[src/rtl/pixel_layer_arbiter_pkg.sv]
// Shared types and constants for the pixel layer arbiter: object config record,
// layer code type and the reset-default code table.
package vga_layer_pkg;

  localparam int unsigned N_OBJ   = 4;
  localparam int unsigned CODE_W  = 5;
  localparam int unsigned COORD_W = 10;
  localparam int unsigned IDX_W   = $clog2(N_OBJ);

  typedef logic [CODE_W-1:0] layer_code_t;

  localparam layer_code_t CODE_BG = '0;

  typedef struct packed {
    layer_code_t code;
    logic        en;
  } obj_cfg_t;

  // Reset default: object i draws with code i+1 and is enabled.
  function automatic obj_cfg_t code_for(input int unsigned i);
    obj_cfg_t c;
    c.code = layer_code_t'(i + 1);
    c.en   = 1'b1;
    return c;
  endfunction

endpackage

[src/rtl/pixel_layer_arbiter_if.sv]
// Pixel stream, frame strobe, config write and arbiter result signals bundled
// between the upstream hit generators/software (master) and the arbiter (slave).
interface pixel_layer_arbiter_if;
  import vga_layer_pkg::*;

  logic                pixel_en;
  logic                vsync_pulse;
  logic [COORD_W-1:0]  DrawX;
  logic [COORD_W-1:0]  DrawY;
  logic [N_OBJ-1:0]    obj_hit;
  logic                cfg_valid;
  logic                cfg_ready;
  logic [IDX_W-1:0]    cfg_idx;
  layer_code_t         cfg_code;
  logic                cfg_en;
  layer_code_t         is_ball;
  logic [COORD_W-1:0]  DrawX_o;
  logic [COORD_W-1:0]  DrawY_o;
  logic [N_OBJ-1:0]    collision;
  logic                collision_valid;

  modport master (
    output pixel_en, vsync_pulse, DrawX, DrawY, obj_hit,
    output cfg_valid, cfg_idx, cfg_code, cfg_en,
    input  cfg_ready, is_ball, DrawX_o, DrawY_o, collision, collision_valid
  );

  modport slave (
    input  pixel_en, vsync_pulse, DrawX, DrawY, obj_hit,
    input  cfg_valid, cfg_idx, cfg_code, cfg_en,
    output cfg_ready, is_ball, DrawX_o, DrawY_o, collision, collision_valid
  );

endinterface

[src/rtl/pixel_layer_arbiter_prio_enc.sv]
// Combinational fixed-priority encoder: reports whether any request is set and
// the index of the lowest set request bit.
module prio_enc_n #(
  parameter int unsigned N = 4,
  localparam int unsigned W = (N > 1) ? $clog2(N) : 1
) (
  input  logic [N-1:0] i_req,
  output logic         o_any,
  output logic [W-1:0] o_idx
);

  always_comb begin
    o_any = |i_req;
    o_idx = '0;
    // Scan high to low so the lowest set index is the last one written.
    for (int i = int'(N) - 1; i >= 0; i--) begin
      if (i_req[i]) o_idx = W'(i);
    end
  end

endmodule

[src/rtl/pixel_layer_arbiter.sv]
// Per-pixel fixed-priority arbiter over N object hits with a tear-free code table
// (shadow committed at frame start), 2-pixel pipeline and per-frame collision flags.
module pixel_layer_arbiter
  import vga_layer_pkg::*;
(
  input logic                   Clk,
  input logic                   Reset,
  pixel_layer_arbiter_if.slave  bus
);

  obj_cfg_t            r_shadow [N_OBJ];
  obj_cfg_t            r_active [N_OBJ];
  logic [N_OBJ-1:0]    r_hit_m;
  logic [COORD_W-1:0]  r_x1, r_y1;
  layer_code_t         r_is_ball;
  logic [COORD_W-1:0]  r_x_o, r_y_o;
  logic [N_OBJ-1:0]    r_acc;
  logic [N_OBJ-1:0]    r_coll;
  logic                r_coll_valid;

  logic [N_OBJ-1:0]    w_en_mask;
  logic                w_any;
  logic [IDX_W-1:0]    w_win;
  layer_code_t         w_code;
  logic [N_OBJ-1:0]    w_contrib;
  logic                w_cfg_wr;

  always_comb begin
    w_en_mask = '0;
    for (int i = 0; i < int'(N_OBJ); i++) w_en_mask[i] = r_active[i].en;
  end

  prio_enc_n #(
    .N (N_OBJ)
  ) u_prio_enc (
    .i_req (r_hit_m),
    .o_any (w_any),
    .o_idx (w_win)
  );

  always_comb begin
    w_code    = w_any ? r_active[w_win].code : CODE_BG;
    w_contrib = (bus.pixel_en && ($countones(r_hit_m) > 1)) ? r_hit_m : '0;
    // Writes are blocked during the commit cycle so commit never races a write.
    w_cfg_wr  = bus.cfg_valid && !bus.vsync_pulse && (32'(bus.cfg_idx) < N_OBJ);
  end

  always_ff @(posedge Clk) begin
    if (Reset) begin
      for (int i = 0; i < int'(N_OBJ); i++) begin
        r_shadow[i] <= code_for(i);
        r_active[i] <= code_for(i);
      end
    end else begin
      for (int i = 0; i < int'(N_OBJ); i++) begin
        if (w_cfg_wr && (bus.cfg_idx == IDX_W'(i))) begin
          r_shadow[i] <= '{code: bus.cfg_code, en: bus.cfg_en};
        end
        if (bus.vsync_pulse) r_active[i] <= r_shadow[i];
      end
    end
  end

  always_ff @(posedge Clk) begin
    if (Reset) begin
      r_hit_m   <= '0;
      r_x1      <= '0;
      r_y1      <= '0;
      r_is_ball <= CODE_BG;
      r_x_o     <= '0;
      r_y_o     <= '0;
    end else if (bus.pixel_en) begin
      r_hit_m   <= bus.obj_hit & w_en_mask;
      r_x1      <= bus.DrawX;
      r_y1      <= bus.DrawY;
      r_is_ball <= w_code;
      r_x_o     <= r_x1;
      r_y_o     <= r_y1;
    end
  end

  // The S2 contribution in the vsync cycle still belongs to the closing frame.
  always_ff @(posedge Clk) begin
    if (Reset) begin
      r_acc        <= '0;
      r_coll       <= '0;
      r_coll_valid <= 1'b0;
    end else if (bus.vsync_pulse) begin
      r_acc        <= '0;
      r_coll       <= r_acc | w_contrib;
      r_coll_valid <= 1'b1;
    end else begin
      r_acc        <= r_acc | w_contrib;
      r_coll_valid <= 1'b0;
    end
  end

  assign bus.cfg_ready       = !bus.vsync_pulse;
  assign bus.is_ball         = r_is_ball;
  assign bus.DrawX_o         = r_x_o;
  assign bus.DrawY_o         = r_y_o;
  assign bus.collision       = r_coll;
  assign bus.collision_valid = r_coll_valid;

endmodule

[src/flat_wrapper.sv]
// flat-port wrapper written by rule: the top's interface ports become plain ports
module pixel_layer_arbiter_flat import vga_layer_pkg::*;
  (Clk, Reset, bus_pixel_en, bus_vsync_pulse, bus_DrawX, bus_DrawY, bus_obj_hit, bus_cfg_valid, bus_cfg_idx, bus_cfg_code, bus_cfg_en, bus_cfg_ready, bus_is_ball, bus_DrawX_o, bus_DrawY_o, bus_collision, bus_collision_valid);
  pixel_layer_arbiter_if bus_i ();
  input logic Clk;
  input logic Reset;
  input wire logic [$bits(bus_i.pixel_en)-1:0] bus_pixel_en;
  input wire logic [$bits(bus_i.vsync_pulse)-1:0] bus_vsync_pulse;
  input wire logic [$bits(bus_i.DrawX)-1:0] bus_DrawX;
  input wire logic [$bits(bus_i.DrawY)-1:0] bus_DrawY;
  input wire logic [$bits(bus_i.obj_hit)-1:0] bus_obj_hit;
  input wire logic [$bits(bus_i.cfg_valid)-1:0] bus_cfg_valid;
  input wire logic [$bits(bus_i.cfg_idx)-1:0] bus_cfg_idx;
  input wire logic [$bits(bus_i.cfg_code)-1:0] bus_cfg_code;
  input wire logic [$bits(bus_i.cfg_en)-1:0] bus_cfg_en;
  output wire logic [$bits(bus_i.cfg_ready)-1:0] bus_cfg_ready;
  output wire logic [$bits(bus_i.is_ball)-1:0] bus_is_ball;
  output wire logic [$bits(bus_i.DrawX_o)-1:0] bus_DrawX_o;
  output wire logic [$bits(bus_i.DrawY_o)-1:0] bus_DrawY_o;
  output wire logic [$bits(bus_i.collision)-1:0] bus_collision;
  output wire logic [$bits(bus_i.collision_valid)-1:0] bus_collision_valid;
  assign bus_i.pixel_en = bus_pixel_en;
  assign bus_i.vsync_pulse = bus_vsync_pulse;
  assign bus_i.DrawX = bus_DrawX;
  assign bus_i.DrawY = bus_DrawY;
  assign bus_i.obj_hit = bus_obj_hit;
  assign bus_i.cfg_valid = bus_cfg_valid;
  assign bus_i.cfg_idx = bus_cfg_idx;
  assign bus_i.cfg_code = bus_cfg_code;
  assign bus_i.cfg_en = bus_cfg_en;
  assign bus_cfg_ready = bus_i.cfg_ready;
  assign bus_is_ball = bus_i.is_ball;
  assign bus_DrawX_o = bus_i.DrawX_o;
  assign bus_DrawY_o = bus_i.DrawY_o;
  assign bus_collision = bus_i.collision;
  assign bus_collision_valid = bus_i.collision_valid;
  pixel_layer_arbiter u_core (.Clk(Clk), .Reset(Reset), .bus(bus_i));
endmodule
[config.mk]
export PLATFORM = sky130hd
export DESIGN_NAME = pixel_layer_arbiter_flat
export DESIGN_NICKNAME = d
export VERILOG_FILES = /design/src/rtl/pixel_layer_arbiter_pkg.sv /design/src/rtl/pixel_layer_arbiter_if.sv /design/src/rtl/pixel_layer_arbiter_prio_enc.sv /design/src/rtl/pixel_layer_arbiter.sv /design/src/flat_wrapper.sv
export SDC_FILE = /design/constraint.sdc
export NUM_CORES = 1
export LEC_CHECK = 0
export BUFFER_PORTS_ARGS = -buffer_cell sky130_fd_sc_hd__clkbuf_2
export CORE_MARGIN = 8
export CORE_UTILIZATION = 45
export DETAILED_ROUTE_END_ITERATION = 6
export HOLD_SLACK_MARGIN = 0.03
export PLACE_DENSITY = 0.64
export SKIP_CTS_REPAIR_TIMING = 1
export SLEW_MARGIN = 10
export SYNTH_ARGS = -nofsm -noshare
export SYNTH_HDL_FRONTEND = slang
export SYNTH_HIERARCHICAL = 1
export SYNTH_SLANG_ARGS = --single-unit
[constraint.sdc]
create_clock -name Clk -period 2.4 [get_ports Clk]
set_input_delay 0.48 -clock Clk [delete_from_list [all_inputs] [get_ports Clk]]
set_output_delay 0.48 -clock Clk [all_outputs]
set_load 0.03 [all_outputs]
Word level (Yosys, flattened, before mapping)
Memory sizes are Yosys's and may differ from the RTL's.
Cells that the tools add are included.

cells by class
  $add $sub $neg = 3
  multiply operators = 0
  divide/modulo/power cells = 0
  magnitude comparators = 1
  eq/ne operators = 3
  shifts and indexed selects = 0
  mux-type cells = 31
  bitwise operators = 10
  reductions and logical operators = 10

operators by type and width
  kind                 number
  $mux 6               8
  $add 32x32->32       1
  $gt 32x2->1 const B  1
  $mux 1               17
  $mux 2               4
  $or 1x1->1           8
  $logic_and 1x1->1    6
  $mux 5               1
  $add 1x1->2          2
  $and 4x4->4          1
  $eq 2x2->1 const B   2
  $mux 4               1
  $or 4x4->4           1
  $reduce_or 4->1      1
  $eq 2x1->1 const B   1
  $logic_not 2->1      1
  $reduce_or 2->1      1
  $logic_not 1->1      1

storage, ports and cells
  bits in registers = 58
  latch bits = 0
  RAM bits = 48
  memory bits (read-only) = 0
  bits of input ports = 37
  output and inout port bits = 31
  memories kept = 2

memory list
  name             depth  bits a word  read ports  clocked after Yosys merged registers in  wr ports  RTL line                   source
  u_core.r_active  4      6            5           0                                        4         pixel_layer_arbiter.sv:12  obj_cfg_t r_active [N_OBJ];
  u_core.r_shadow  4      6            4           0                                        4         pixel_layer_arbiter.sv:11  obj_cfg_t r_shadow [N_OBJ];

Depth between registers and ports, before layout
Gate-level depths: netlist of the first run.

  depth in word-level cells = 7
  mapped depth = 6
  mapped depth without buffers = 5

Modules after synthesis
Netlist of the first run, hierarchy kept.

modules (own cells, without submodules)
  module               times used  cells each  area an instance (um^2)  sequential area each (um^2)
  pixel_layer_arbiter  1           319         4067.7                   2602.5
  prio_enc_n           1           7           35.0                     0.0

Worst setup path before layout of the first run
No wires, ideal clock.

  path kind = input-to-reg
  from = in bus_vsync_pulse
  to = mem u_core/r_shadow[3][0] (netlist bit), enable pin
  arrival = 1462 ps
  data required time = 2081 ps
  path slack = 619 ps
  cell stages on the path = 4
  buffers on the path = 2
  cells stage by stage = buf_4 > inv_2 > clkbuf_1 > a41o_1

RTL lines
  what             RTL line                   source
  start, declared  flat_wrapper.sv:8          input wire logic [$bits(bus_i.vsync_pulse)-1:0] bus_vsync_pulse;
  end, declared    pixel_layer_arbiter.sv:11

Final worst setup path of the first run
  from = reg u_core.r_hit_m[2]
  to = reg u_core.r_is_ball[1], in the netlist u_core/bus.is_ball[1]

between the ends
  longest elaborated chain between the ends = 5
  elaborated cells between the ends (all ways) = 6
  classes of those cells = mux: 4; reduce/logical: 1; memory: 1

RTL lines
  what                    RTL line                            source
  start, declared         pixel_layer_arbiter.sv:13           logic [N_OBJ-1:0] r_hit_m;
  start signal, assigned  pixel_layer_arbiter.sv:73           r_hit_m <= bus.obj_hit & w_en_mask;
  $mux 2 (3 in series)    pixel_layer_arbiter_prio_enc.sv:17  if (i_req[i]) o_idx = W'(i);
  net u_core.w_win[0]     pixel_layer_arbiter.sv:23           logic [IDX_W-1:0] w_win;
  $mem_v2 4x6             n/a
  $mux 5                  pixel_layer_arbiter.sv:42           w_code = w_any ? r_active[w_win].code : CODE_BG;
  end signal, assigned    pixel_layer_arbiter.sv:76           r_is_ball <= w_code;
  end, declared           pixel_layer_arbiter.sv:15           layer_code_t r_is_ball;

The timed path passes the listed nets, and every way through them passes these cells.
A chain may end at the register's enable or synchronous reset.

==> results.md, run 1 <==
* Sw Pwr at 0.0008401 W
* Final setup vio count at 0
* Ports at 68
* Worst Path Required at 2630 ps
* Remaining antenna violation count after routing at 0
* Rows at 35
* TritonCTS Buffers at 9
* CP Cell Sequence: nand2b_1 -> a21oi_2 -> mux4_2 -> a21oi_1 -> nor2_1
* R2R cell count at 5
* Largest net degree at the start of global routing at 59
* Crit path DAT at 2010 ps
* Fillers at 821
* Power share of the sequential group at 0.602
* Via-per-instance ratio at 4.806
* Achievable clock frequency at 0.5604 GHz
* Tightest Pin Transition at 686.4 ps
* Final Core Density at 0.5214
* XOR/XNOR share of the synthesized area at 0
* Post-DP Area at 4521 um^2
* Post-route DRC violation count at 0
* Multiplexer share of the synthesized area at 0.1250
* Dpl cells at 490
* Share of layout cells above drive strength 1 at 0.2557
* Worst setup SP type: flop
* Final net count at 428
* Top_reg_cell synth: dfxtp_1
* Share of the synthesized area in the top cell type at 0.3513
* Grt ovf at 0
* Antenna Cells at 0
* First-pass GRT wire length at 11940 um
* Clk network pwr share at 0.305
* Worst path slowest cell: mux4_2
* R2R Setup Slk at 620 ps
* Pwr dens at 713.7 nW/um^2
* Synth Warn # at 6
* CP max stage delay at 550 ps
* Largest family of logic cells by synthesized area: simple AND/OR/NAND/NOR gates
* VDD IR max at 0.3348 mV
* Initial Utilization at 0.4548
* DRT Pass-1 Iters at 4
* Lkg Pwr at 1.968 nW
* Post-synth cell types at 30
* Status: complete, no violations
* Design area at 4703 um^2
* Post-Synthesis Cells at 326
* All-Layer GR Usage at 0.1170
* Initial drt markers at 86
* # H-tree levels at 3
* Clock transition at path regs at 110 ps
* GP Congestion at 0.7274
* Mapped Area at 4103 um^2
* Max-slew violations at 0
* Max FO, Critical Path at 5
* Number of synthesized flops with an enable pin at 48
* Setup_tns at 0 ps
* Area share of fa/ha/maj cells after synthesis at 0.004880
* Mapped Nets at 364
* Sw frac at 0.2503
* Ranking of synthesized cells by area: edfxtp_1 (35%), dfxtp_1 (28%), mux2i_1 (9.8%)
* Area growth syn-to-layout at 14.64%
* Async set-reset flop share out of synthesis at 0
* Setup CP Type: reg2reg
* RSZ-0062 raised after global routing: no
* CTS tree: done
* Die ar. at 12430 um^2
* Synthesized flop and latch total at 106
* Synth area leader: edfxtp_1
* Die X-Extent at 111.5 um
* Crit end category: flop
* Clock skew at 12.12 ps
* Power share of the combinational group at 0.093
* Maximum root-to-sink buffer count at 2
* Worst-Skew Late Latency at 360 ps
* Crit path time final at 1785 ps
* WHS Path Cells at 3
* IO buf count at 67
* Mean Syn Cell Area at 12.58 um^2
* Routed Wire Length at 7016 um
* Max Cap Violations at 0
* Vias at 2432
* Fin crit share at 0.7436
* DP HPWL at 5175 um
* Non-Filler Instances at 506
* Worst hold path type: in2reg
* Hold Fails Final Rpt at 0
* Die Ht at 111.5 um
* Post-Synth Simple-Gate Area at 0.1702
* Core Region at 9021 um^2
* Power Internal at 0.002517 W
* Sink Count at 106
* Register area share after synthesis at 0.6343
* Initial antenna violation count at 0
* Clk root buf: clkbuf_8
* Max transition margin at 0.5407
* Vias in the first global route at 2483
* Synth Area in Compound Gates at 0.03690
* Wire length per cell at 13.87 um
[worst max-delay path: cells and delay by family, from the launching register on]
family	cells	cell delay, ps
muxes	1	550
AOI/OAI and AO/OA	2	520
DFF	1	360
and+or+nand+nor	2	230
[through the flow]
step           hold WS (ps)  setup WS (ps)  total power (W)
6_report              347.9          615.4         0.003357
4_1_cts               329.9          578.5         0.003403
3_3_place_gp          451.9          593.4         0.002374
3_5_place_dp          448.5          537.0         0.002383
5_1_grt               332.3          460.2         0.003521
2_1_floorplan         424.2          619.4         0.002283
[registers in the layout, summed over array words and instances (netlist names), 5 cells and up]
name                flops
u_core/bus.DrawX_o     10
u_core/bus.DrawY_o     10
u_core/bus.is_ball      5
u_core/r_active        24
u_core/r_shadow        24
u_core/r_x1            10
u_core/r_y1            10
[power groups by stage]
stage | Clock (W) | Combinational (W) | Sequential, W
5_1_grt | 0.00114 | 0.000343 | 0.00203
4_1_cts | 0.00106 | 0.000319 | 0.00202
6_report | 0.00102 | 0.000313 | 0.00202
2_1_floorplan | 0 | 0.000192 | 0.00209
3_3_place_gp | 0 | 0.000312 | 0.00206
3_5_place_dp | 0 | 0.000318 | 0.00206
[area by class of cell]
| class | instances | area (um^2) | area share |
|---|---|---|---|
| Clock inverter | 6 | 55.05 | 0.01171 |
| Clock buffer | 10 | 127.6 | 0.02713 |
| Inverter | 3 | 11.26 | 0.002394 |
| Multi-Input combinational cell | 198 | 1383 | 0.2940 |
| Timing Repair Buffer | 72 | 385.4 | 0.08194 |
| Tap cell | 111 | 138.9 | 0.02953 |
| Sequential cell | 106 | 2603 | 0.5533 |
[metal layers]
metal / global-route usage / vias up / routed length [um]
li1: - / 1261 / -
met1: 0.1444 / 1111 / 3350
met2: 0.1865 / 53 / 3238
met3: 0.04194 / 7 / 346
met4: 0.03733 / 0 / 81
met5: 0 / - / 0
[synthesized netlist by cell type (2+ instances only)]
library cell,instances
inv_2,2
nand3_1,4
buf_2,7
and2_1,31
a211oi_1,4
nand2_1,2
nor3_4,2
dfxtp_1,58
a21oi_1,9
mux4_2,5
edfxtp_1,48
nor2_1,57
mux2i_1,40
nand2b_1,14
nor2b_1,6
a21o_1,2
a31oi_1,4
buf_1,2
buf_6,2
or3_1,9
nor3b_4,2
buf_4,3
a31o_2,2
clkbuf_1,5
[cell families (layout without fill, tap and decap cells)]
group	Yosys count	count (layout)
adder cells (fa/ha/maj)	1	1
multiplexers	45	45
buffers and inverters	22	91
AND/OR/NAND/NOR	129	129
AO/OA/AOI/OAI	23	23
flip-flops	106	106
[final timing paths]
kind,startpoint,endpoint
setup / recovery,u_core/r_hit_m[2],u_core/bus.is_ball[1]
hold / removal,bus_DrawY[5],u_core/r_y1[5]
setup reg to reg,u_core/r_hit_m[2],u_core/bus.is_ball[1]
hold reg to reg,u_core/r_acc[3],u_core/r_acc[3]
[layout by cell type (no fill, tap or decap), types with 6 or more instances in the layout]
master	n
a21oi_1	9
and2_1	31
clkbuf_2	67
clkbuf_8	9
dfxtp_1	58
edfxtp_1	48
mux2i_1	40
nand2b_1	14
nor2_1	57
nor2b_1	6
or3_1	9
Note: power is estimated with default switching activity, not from simulation.
==> run 2: changes to the inputs <==
- clock period: 2.4 -> 1.73 ns (I/O delays scaled with it)
==> run 2 against run 1 <==
Non-clock buffer count increased by 5. Combinational power rose by 46%. Maximum frequency is 8.0% higher. Sequential share of layout area down 0.98 points. Final cell count is 0.99% higher. Clock-buffer cell count down 1. Clock skew fell by 2.2 ps. Cell area rose by 1.9%. Largest cell class unchanged.
==> results.md, run 2 (synthesized netlist as in run 1, its figures left out) <==
* Status: complete, no violations
* Sink Count at 106
* Rows at 35
* Worst setup SP type: flop
* Setup CP Type: reg2reg
* IO buf count at 67
* Share of layout cells above drive strength 1 at 0.2750
* Setup_tns at 0 ps
* First-pass GRT wire length at 12010 um
* Die ar. at 12430 um^2
* Clk root buf: clkbuf_8
* Vias in the first global route at 2476
* Worst hold path type: in2reg
* Fin crit share at 0.9552
* TritonCTS Buffers at 9
* Tightest Pin Transition at 616.2 ps
* Lkg Pwr at 2.016 nW
* Worst-Skew Late Latency at 350 ps
* R2R Setup Slk at 80 ps
* Max-slew violations at 0
* DRT Pass-1 Iters at 4
* Final Core Density at 0.5315
* WHS Path Cells at 3
* Pwr dens at 991.6 nW/um^2
* Worst R2R Start: u_core/r_hit_m[0]
* Final net count at 433
* Worst Setup EP: u_core/bus.collision[2]
* Min-delay src: bus_DrawY[5]
* Die Ht at 111.5 um
* Initial drt markers at 110
* Ports at 68
* Start point of the critical path: u_core/r_hit_m[0]
* Commonest cells after routing, fill and taps aside: clkbuf_2 (67), nor2_1 (57), dfxtp_1 (55)
* DP HPWL at 5308 um
* Core Region at 9021 um^2
* Initial antenna violation count at 0
* # H-tree levels at 3
* Area growth syn-to-layout at 16.86%
* Worst Path Required at 1950 ps
* Regs by FF count: u_core/r_active (24), u_core/r_shadow (24)
* Largest net degree at the start of global routing at 54
* RSZ-0062 raised after global routing: no
* Antenna Cells at 0
* Reg-to-Reg End: u_core/bus.collision[2]
* Crit path time final at 1652 ps
* Crit end category: flop
* Initial Utilization at 0.4548
* CTS tree: done
* R2R cell count at 4
* Vias at 2452
* Max Cap Violations at 0
* Achievable clock frequency at 0.6052 GHz
* Clock transition at path regs at 110 ps
* Wire length per cell at 14.24 um
* Final setup vio count at 0
* Maximum root-to-sink buffer count at 2
* Crit path DAT at 1870 ps
* Remaining antenna violation count after routing at 0
* Hold Fails Final Rpt at 0
* Via-per-instance ratio at 4.798
* Die X-Extent at 111.5 um
* Max FO, Critical Path at 6
* Max transition margin at 0.5877
* Post-route DRC violation count at 0
* Grt ovf at 0
* Clock skew at 9.887 ps
* All-Layer GR Usage at 0.1178
* GP Congestion at 0.7272
* Routed Wire Length at 7276 um
* Commonest non-fill, non-tap cell in the layout: clkbuf_2
* VDD IR max at 0.5533 mV
run 2: per-stage QoR:
stage	cell area, um^2	hold WS, ps	total power [W]	instances	worst slack (ps)
after CTS	4787	213.3	0.004810	511	45.46
after global routing	4795	226.2	0.004976	511	8.963
after floorplan	4103	424.2	0.003168	326	83.40
after global placement	4583	457.8	0.003311	495	121.9
final	4795	225.4	0.004754	511	77.54
after detailed placement	4583	453.5	0.003327	495	70.02
run 2: cell type report:
cell class	count	area (um^2)
clock inverter	7	80.08
sequential	106	2606
tap	111	138.9
inverter	3	11.26
multi-input combinational	198	1383
timing repair buffer	77	451.7
clock buffer	9	123.9
fill	797	4227
run 2: power breakdown:
group          total [W]  internal [W]  switching [W]  leakage (nW)
Sequential       0.00281       0.00275      0.0000529         0.953
Combinational   0.000458      0.000197       0.000261         0.956
Clock            0.00149      0.000626       0.000865         0.107
run 2: layer usage:
metal  vias up  part of all wire  GRT usage
met5         -                 0          0
met4         0             0.012    0.04533
met3         8             0.044    0.03280
met2        54              0.48     0.1948
met1      1124              0.46     0.1423
li1       1266                 -          -
run 2: worst min path at each step:
stage	to	slack [ps]
6_report	u_core/r_y1[5]	230
5_1_grt	u_core/r_x1[2]	230
4_1_cts	u_core/r_y1[7]	210
3_5_place_dp	u_core/r_acc[0]	450
3_3_place_gp	u_core/r_acc[0]	460
2_1_floorplan	u_core/r_acc[0]	420
run 2: critical path: stages, from the launching register on:
cell,delay [ps]
dfxtp_1,480
fa_1,440
a21o_1,220
a31oi_1,260
a211oi_1,120
==> run 3: changes to the inputs <==
- SYNTH_HIERARCHICAL: 1 -> default
- clock period: 1.73 -> 1.87 ns (I/O delays scaled with it)
==> run 3 against run 2 <==
Hold slack gained 20 ps. Die area grew 4.0%. Synthesized area grew 4.7%. Final cell count grew 9.2%. Register-to-register slack lost 50 ps. Highest routed layer unchanged.
==> results.md, run 3 <==
* Maximum root-to-sink buffer count at 2
* All-Layer GR Usage at 0.1217
* Mapped Nets at 397
* Worst-Skew Late Latency at 360 ps
* Synthesized flop and latch total at 106
* Worst hold path type: in2reg
* Initial Utilization at 0.4650
* Commonest cells after routing, fill and taps aside: clkbuf_2 (67), dfxtp_1 (54), nor2_1 (51)
* Hold Fails Final Rpt at 0
* Register area share after synthesis at 0.6057
* Post-Synthesis Cells at 353
* Core Region at 9240 um^2
* Sink Count at 106
* CP Cell Sequence: inv_2 -> ha_4 -> nand2_2 -> fa_1 -> a21boi_4 -> a21oi_2 -> a211oi_2
* Regs by FF count: u_core.r_active (24), u_core.r_shadow (24)
* # H-tree levels at 3
* Top_reg_cell synth: dfxtp_1
* Fin crit share at 0.9847
* Design area at 5064 um^2
* GP Congestion at 0.7870
* Tightest Pin Transition at 641.3 ps
* Area of the multi-input gates at 1599 um^2
* Clock skew at 10.62 ps
* Mean Syn Cell Area at 12.17 um^2
* Mapped Area at 4297 um^2
* DP HPWL at 5694 um
* Crit end category: flop
* Antenna Cells at 0
* Crit path time final at 1841 ps
* Initial drt markers at 106
* Worst setup SP type: flop
* Die Ht at 113.7 um
* Top post-synthesis cells by count: dfxtp_1 (58), nor2_1 (51), edfxtp_1 (48)
* Power share of the combinational group at 0.106
* Async set-reset flop share out of synthesis at 0
* Initial antenna violation count at 0
* Clock transition at path regs at 100 ps
* Max Cap Violations at 0
* Most common cell in the netlist: dfxtp_1
* CTS tree: done
* Pwr dens at 867.1 nW/um^2
* Final net count at 468
* Power Internal at 0.003280 W
* Clk network pwr share at 0.304
* Share of the synthesized area in the top cell type at 0.3355
* Status: complete, no violations
* Vias at 2666
* Sw frac at 0.2529
* IO buf count at 67
* Routed Wire Length at 7923 um
* VDD IR max at 0.4118 mV
* Overall power at 0.004391 W
* Achievable clock frequency at 0.5431 GHz
* Wire length per cell at 14.20 um
* Grt ovf at 0
* Die X-Extent at 113.7 um
* Post-route DRC violation count at 0
* Post-DP Area at 4807 um^2
* Commonest non-fill, non-tap cell in the layout: clkbuf_2
* Max FO, Critical Path at 4
* Crit path DAT at 2130 ps
* Die ar. at 12930 um^2
* FF/Latch Area at 2608 um^2
* First-pass GRT wire length at 12620 um
* Synth Warn # at 0
* Synth area leader: edfxtp_1
* Lkg Pwr at 2.118 nW
* Setup CP Type: reg2reg
* Max transition margin at 0.5709
* Area growth syn-to-layout at 17.85%
* CP max stage delay at 500 ps
* TritonCTS Buffers at 9
* RSZ-0062 raised after global routing: yes
* Largest net degree at the start of global routing at 65
* Power share of the sequential group at 0.590
* Final Core Density at 0.5480
* Worst path slowest cell: fa_1
* Worst Path Required at 2150 ps
* Vias in the first global route at 2663
* Share of layout cells above drive strength 1 at 0.3100
* Via-per-instance ratio at 4.778
* DRT Pass-1 Iters at 4
* Ports at 68
* Number of synthesized flops with an enable pin at 48
* Rows at 35
* Ranking of synthesized cells by area: edfxtp_1 (34%), dfxtp_1 (27%), mux2i_1 (9.3%)
* Remaining antenna violation count after routing at 0
* Fillers at 799
* Sw Pwr at 0.001110 W
* Final setup vio count at 0
* Clk root buf: clkbuf_8
* Max-slew violations at 0
* Post-synth cell types at 35
## run 3: power groups by stage
stage	Sequential, W	Clock (W)	Combinational (W)
after global placement	0.00264	0	0.000444
after CTS	0.00259	0.00137	0.000454
final	0.00259	0.00134	0.000464
after global routing	0.00261	0.00146	0.000509
after detailed placement	0.00264	0	0.000453
after floorplan	0.00269	0	0.000257
## run 3: per-stage QoR
step           hold slack [ps]  instances  setup WS (ps)  TNS, ps
6_report                 245.6        558          28.62        0
5_1_grt                  236.3        558         -62.63   -194.6
4_1_cts                  226.2        557          16.42        0
3_5_place_dp             450.6        541          41.92        0
3_3_place_gp             447.6        541          93.15        0
2_1_floorplan            424.4        353          23.87        0
## run 3: worst max-delay path: cells and delay by family (launching register included)
family,cells,cell delay [ps]
compound gates,3,540
flops,1,360
buf+inv,1,60
fa+ha+maj,2,760
simple gates,1,50
## run 3: final timing paths
| check | start | to | slack [ps] | cells past startpoint |
|---|---|---|---|---|
| setup / recovery | u_core.r_hit_m[0] | u_core.bus.collision[2] | 30 | 7 |
| hold / removal | bus_DrawY[1] | u_core.r_y1[1] | 250 | 3 |
| setup reg to reg | u_core.r_hit_m[0] | u_core.bus.collision[2] | 30 | 7 |
| hold reg to reg | u_core.bus.is_ball[2] | u_core.bus.is_ball[2] | 470 | 2 |
## run 3: kinds of logic (layout without fill, tap and decap cells)
| kind of cell | after synthesis | in the layout | share of synthesized area |
|---|---|---|---|
| buf+inv | 32 | 108 | 0.03611 |
| simple gates | 135 | 135 | 0.1791 |
| compound gates | 28 | 28 | 0.04805 |
| mux | 45 | 45 | 0.1089 |
| fa+ha+maj | 7 | 7 | 0.02213 |
| flops | 106 | 106 | 0.6057 |
## run 3: cell type report
| type | instances | share of cell area |
|---|---|---|
| Clock inverter | 6 | 0.009143 |
| Clock buffer | 10 | 0.02718 |
| Timing Repair Buffer | 79 | 0.09143 |
| Sequential cell | 106 | 0.5149 |
| Tap cell | 129 | 0.03188 |
| Multi-Input combinational cell | 215 | 0.3158 |
| Inverter | 13 | 0.009637 |
## run 3: metal layers
metal  GRT usage  up-vias  share of wire
met5           0        -              0
met4     0.04440        0          0.011
met3     0.03962        8          0.047
met2      0.2024       46           0.48
met1      0.1437     1254           0.46
li1            -     1358              -
